**config.mk**
```make
export PLATFORM = sky130hd
export DESIGN_NAME = imm_gen_pipe
export DESIGN_NICKNAME = d
export VERILOG_FILES = /design/src/rtl/imm_gen_pipe.sv
export SDC_FILE = /design/constraint.sdc
export NUM_CORES = 1
export LEC_CHECK = 0
export CORE_MARGIN = 3
export CORE_UTILIZATION = 25
export CTS_CLUSTER_DIAMETER = 200
export DETAILED_ROUTE_END_ITERATION = 12
export GPL_TIMING_DRIVEN = 0
export HOLD_SLACK_MARGIN = 0.1
export RECOVER_POWER = 50
export SLEW_MARGIN = 10
export SYNTH_ARGS = -nofsm -noshare
export SYNTH_HDL_FRONTEND = slang
export SYNTH_SLANG_ARGS = --single-unit
export TNS_END_PERCENT = 30
```
**constraint.sdc**
```tcl
create_clock -name clk_i -period 1.9 [get_ports clk_i]
set_input_delay 0.38 -clock clk_i [delete_from_list [all_inputs] [get_ports clk_i]]
set_output_delay 0.38 -clock clk_i [all_outputs]
set_load 0.02 [all_outputs]
```
**src/rtl/imm_gen_pipe.sv**
```systemverilog
// Decode-stage immediate generator: forms RV32I/RV64I immediates and presents them through a 2-entry skid buffer.
// Build option: define IMMGEN_ILLEGAL_TRAP_EN to flag sel 111 as illegal (imm 0) instead of emitting a poison pattern.
module imm_gen_pipe #(
  parameter int unsigned XLEN  = 32,
  parameter int unsigned TAG_W = 8
) (
  input  logic             clk_i,
  input  logic             rst_ni,
  input  logic             flush_i,
  input  logic             in_valid_i,
  output logic             in_ready_o,
  input  logic [24:0]      instr_i,
  input  logic [2:0]       imm_sel_i,
  input  logic [TAG_W-1:0] tag_i,
  output logic             out_valid_o,
  input  logic             out_ready_i,
  output logic [XLEN-1:0]  imm_o,
  output logic [TAG_W-1:0] tag_o,
  output logic             illegal_o
);

  localparam int unsigned SHW = $clog2(XLEN);

  localparam logic [2:0] SEL_I     = 3'b000;
  localparam logic [2:0] SEL_S     = 3'b001;
  localparam logic [2:0] SEL_B     = 3'b010;
  localparam logic [2:0] SEL_J     = 3'b011;
  localparam logic [2:0] SEL_U     = 3'b100;
  localparam logic [2:0] SEL_SHAMT = 3'b101;
  localparam logic [2:0] SEL_ZIMM  = 3'b110;

  typedef struct packed {
    logic [XLEN-1:0]  imm;
    logic [TAG_W-1:0] tag;
    logic             illegal;
  } entry_t;

  // instr_i[k] carries instruction bit k+7
  logic [11:0] imm_i12;
  logic [11:0] imm_s12;
  logic [12:0] imm_b13;
  logic [20:0] imm_j21;
  logic [31:0] imm_u32;

  assign imm_i12 = instr_i[24:13];
  assign imm_s12 = {instr_i[24:18], instr_i[4:0]};
  assign imm_b13 = {instr_i[24], instr_i[0], instr_i[23:18], instr_i[4:1], 1'b0};
  assign imm_j21 = {instr_i[24], instr_i[12:5], instr_i[13], instr_i[23:14], 1'b0};
  assign imm_u32 = {instr_i[24:5], 12'b0};

  entry_t new_c;

  // Immediate formation ahead of the buffer register
  always_comb begin
    new_c         = '0;
    new_c.tag     = tag_i;
    new_c.illegal = 1'b0;
    case (imm_sel_i)
      SEL_I:     new_c.imm = XLEN'($signed(imm_i12));
      SEL_S:     new_c.imm = XLEN'($signed(imm_s12));
      SEL_B:     new_c.imm = XLEN'($signed(imm_b13));
      SEL_J:     new_c.imm = XLEN'($signed(imm_j21));
      SEL_U:     new_c.imm = XLEN'($signed(imm_u32));
      SEL_SHAMT: new_c.imm = XLEN'(instr_i[13+SHW-1:13]);
      SEL_ZIMM:  new_c.imm = XLEN'(instr_i[12:8]);
      default: begin
`ifdef IMMGEN_ILLEGAL_TRAP_EN
        new_c.imm     = '0;
        new_c.illegal = 1'b1;
`else
        new_c.imm     = XLEN'($signed(32'hDEAD_BEEF));
        new_c.illegal = 1'b0;
`endif
      end
    endcase
  end

  entry_t main_q, main_d;
  entry_t skid_q, skid_d;
  logic   main_v_q, main_v_d;
  logic   skid_v_q, skid_v_d;
  logic   accept_c;
  logic   drain_c;

  assign accept_c = in_valid_i && !skid_v_q;
  assign drain_c  = main_v_q && out_ready_i;

  // Buffer next-state: skid refills main on drain; new entries land in main when it frees up
  always_comb begin
    main_d   = main_q;
    skid_d   = skid_q;
    main_v_d = main_v_q;
    skid_v_d = skid_v_q;
    if (flush_i) begin
      main_v_d = 1'b0;
      skid_v_d = 1'b0;
    end else begin
      if (drain_c) begin
        if (skid_v_q) begin
          main_d   = skid_q;
          main_v_d = 1'b1;
          skid_v_d = 1'b0;
        end else begin
          main_v_d = 1'b0;
        end
      end
      if (accept_c) begin
        if (!main_v_q || drain_c) begin
          main_d   = new_c;
          main_v_d = 1'b1;
        end else begin
          skid_d   = new_c;
          skid_v_d = 1'b1;
        end
      end
    end
  end

  always_ff @(posedge clk_i or negedge rst_ni) begin
    if (!rst_ni) begin
      main_q   <= '0;
      skid_q   <= '0;
      main_v_q <= 1'b0;
      skid_v_q <= 1'b0;
    end else begin
      main_q   <= main_d;
      skid_q   <= skid_d;
      main_v_q <= main_v_d;
      skid_v_q <= skid_v_d;
    end
  end

  assign in_ready_o  = !skid_v_q;
  assign out_valid_o = main_v_q;
  assign imm_o       = main_q.imm;
  assign tag_o       = main_q.tag;
  assign illegal_o   = main_q.illegal;

endmodule

```
==> results.md <==
- Worst hold path class: reg -> reg
- Design Power: approximately 0.0058 W
- CTS tree: built
- Max incr delay on CP: 570 ps
- Via count: about 3,700
- Fin crit share: between 90% and 100%
- Internal reg-to-reg setup slack: around 130 ps
- Initial DRC count: 220
- Post-route minimum period: ~1900 ps
- Reg2reg start: skid_v_q
- Via density: a little under 5
- Max-slew violations: 0
- H-Tree Level Count: 3
- Worst path slowest cell: clkdlybuf4s50_1
- Worst-path maximum fanout: 10
- Initial antenna violation count: 0
- Global-route wire length before repair: about 20,000 um
- Count of endpoints failing setup in the final report: 0
- Routability Congestion: approximately 0.87
- Post-synth net total: between 400 and 500
- Gr usage total: between 10% and 20%
- Die ar.: between 0.015 and 0.02 mm^2
- Antenna Nets Post-Route: 0
- Leading area contributor after synthesis: dfrtp_1
- Worst hold path startpoint: skid_q[3]
- Gr ovfl total: 0
- Post-Synthesis Cells: 450
- Mean post-synth cell area: 9.431 um^2
- Maximum number of pins on one net before global-route repair: between 50 and 60
- Setup TNS: 0 ps
- Top cell type's share of synthesized area: around half
- Netlist Area Pre-Place: roughly 0.0042 mm^2
- Max frequency: around 540 MHz
- Crit path top cell by count: a21oi_1
- Top-count cell post-synth: dfrtp_1
- Vias in the first global route: around 3,800
- Pwr dens: 1020 mW/mm^2
- Drt drc: 0
- Setup repair after global routing missed its margin: yes
- Status: finished clean
- Layout area overhead: 34.35%
- Num ports: 84
- Antenna diode count: 0
- DR WL/cell: between 15 and 20 um
- Clock skew: roughly 6.3 ps
- Final WS setup: ~38 ps
- Synth Register Bits: 83
- Worst Hold End: skid_q[3]
- FFs w/ async S/R, synth: 100.0%
- 1st-pass router iterations: 5
- Max-cap check violation count: 0
- Share of cells above drive strength 1: 17.90%
- Worst slack, placed: -492.2 ps
- Ranking of synthesized cells by area: dfrtp_1 (49%), nand2_1 (7.2%), o21ai_2 (5.6%), a21oi_1 (5.5%), buf_6 (3.7%)
- Clock Latency Late Sink: ~350 ps
- Hold_ws: ~480 ps
- Clock Pin Slew Worst Setup and Hold Paths: 60 ps
- Top_reg_cell synth: dfrtp_1
- Cell Rows: between 40 and 50
- Post-layout util: 34.38%
- Fin. Hold Viols: 0
- PortBufs: 81
- HPWL after DPL: between 9000 and 10,000 um
- Slew at the pin closest to its max-slew limit: between 600 and 700 ps
- Chip width: between 100 and 150 um
- Crit path DAT: about 2100 ps
- Worst Path Buf+Inv: 2
- Static Leak: between 2 and 2.5 nW
- Initial Utilization: roughly a quarter
- Hold depth: 2
- Number of synthesized flops with an enable pin: 0
- Routed wire length: 12,700 um
- Cts bufs inserted: 9
- Required @ worst endpoint: between 2000 and 2500 ps
- CP endpoint kind: flop
- Crit-path cells: clkdlybuf4s50_1 > nor2b_1 > buf_2 > a21oi_1 > o221a_2 > a21oi_1
- Worst slew margin: a little over half
- Final net count: 589
- Reg2reg path depth: 7
- Clock sink total: 83
- CP top delay family: buffers and inverters
- Yosys cell types: 44
- Sequential element share of the synthesized area: between 40% and 50%
- Clock buffer depth: 2
- VDD IR max: 576.2 uV
- R2R Path End: imm_o[16]
- Filler cells: 1,733
- Chip height: around 140 um
- Setup CP Type: in -> reg
- Synth cell count leaders: dfrtp_1 (83), nand2_1 (81), a21oi_1 (47)
- Core region area: 0.01658 mm^2
- Crit start category: input pin
- CTS root buffer: clkbuf_16
- YS warnings: 0
## sequential cells by signal, indices dropped and copies added (netlist names)
register and cells:
skid_q 40, imm_o 32, tag_o 8, illegal_o 1, out_valid_o 1, skid_v_q 1
## cells by family (layout without fill, tap and decap cells)
logic type      Yosys count  count (layout)  share of synthesized area (%)
simple gates            148             148                          15.71
buf+inv                  39             142                          6.456
flops                    83              83                          48.94
fa+ha+maj                 3               3                         0.7076
mux                       5               5                          1.209
xor+xnor                  1               1                         0.2064
compound gates          171             171                          26.77
## how the worst max path moves through the flow
stage                       endpoint   startpoint  slack (ps)  depth (start not counted)
after floorplan            imm_o[23]  out_valid_o         260                          7
after global placement      tag_o[3]       rst_ni       -2430                          1
after detailed placement   imm_o[18]  out_ready_i        -490                          6
after CTS                 in_ready_o     skid_v_q           4                          2
after global routing       imm_o[16]  instr_i[24]         -60                          6
final                      imm_o[16]  instr_i[24]          40                          6
## per-stage QoR
stage          area (um^2)  std cells
2_1_floorplan         4244        450
6_report              5702        773
5_1_grt               5702        773
3_5_place_dp          5355        752
3_3_place_gp          5330        751
4_1_cts               5689        769
## where the power goes
part           switching [W]  internal (W)
Combinational       0.000834      0.000738
Clock               0.000722       0.00115
Sequential          0.000224       0.00215
Total                0.00178       0.00404
## layout make-up
class,count,area [um^2],share of cell area (%)
Sequential cell,83,2077,36.43
Buffer,36,264.0,4.630
Inverter,3,11.26,0.1975
Tap cell,220,275.3,4.828
Multi-Input combinational cell,328,1912,33.53
Timing Repair Buffer,87,844.6,14.81
Clock buffer,9,225.2,3.950
Clock inverter,7,92.59,1.624
## worst min-delay path, stage by stage, from the launching register on
cell,delay [ps]
dfrtp_1,340
nand2_1,50
nand2_1,60
## metal layers
metal | track usage, % | vias to the layer above | share of wire, %
met1 | 18.66 | 1804 | 45
met2 | 22.70 | 125 | 48
met4 | 4.199 | 0 | 1.5
li1 | - | 1797 | -
met5 | 0 | - | 0
met3 | 3.738 | 13 | 5.9
## layout by cell type (no fill, tap or decap), types with 6 or more instances in the layout
master           synthesis  routed
dlygate4sd3_1            0       6
o21ai_1                  6      15
o22ai_1                 17      17
clkdlybuf4s50_1          0      73
buf_2                   12       9
o21ai_0                 28      19
clkbuf_16                0       9
and2_1                   8       8
a31oi_1                 13      13
dfrtp_1                 83      83
buf_6                   14      14
buf_4                    2       6
nor2_1                  29      29
a21oi_1                 47      46
o21ai_2                 27      27
nand2_1                 81      81
nor2b_1                  7       7
o221a_2                  6       6
clkbuf_1                 8       8
## timing repair
item / in CTS / in global routing
pin swaps: 1 / 2
resized for setup: 2 / 18
hold endpoints to repair: 25 / 0
hold buffers: 1 / 0
buffers inserted: 0 / 4
setup endpoints to repair: 18 / 40
(Power assumes the default switching activity.)
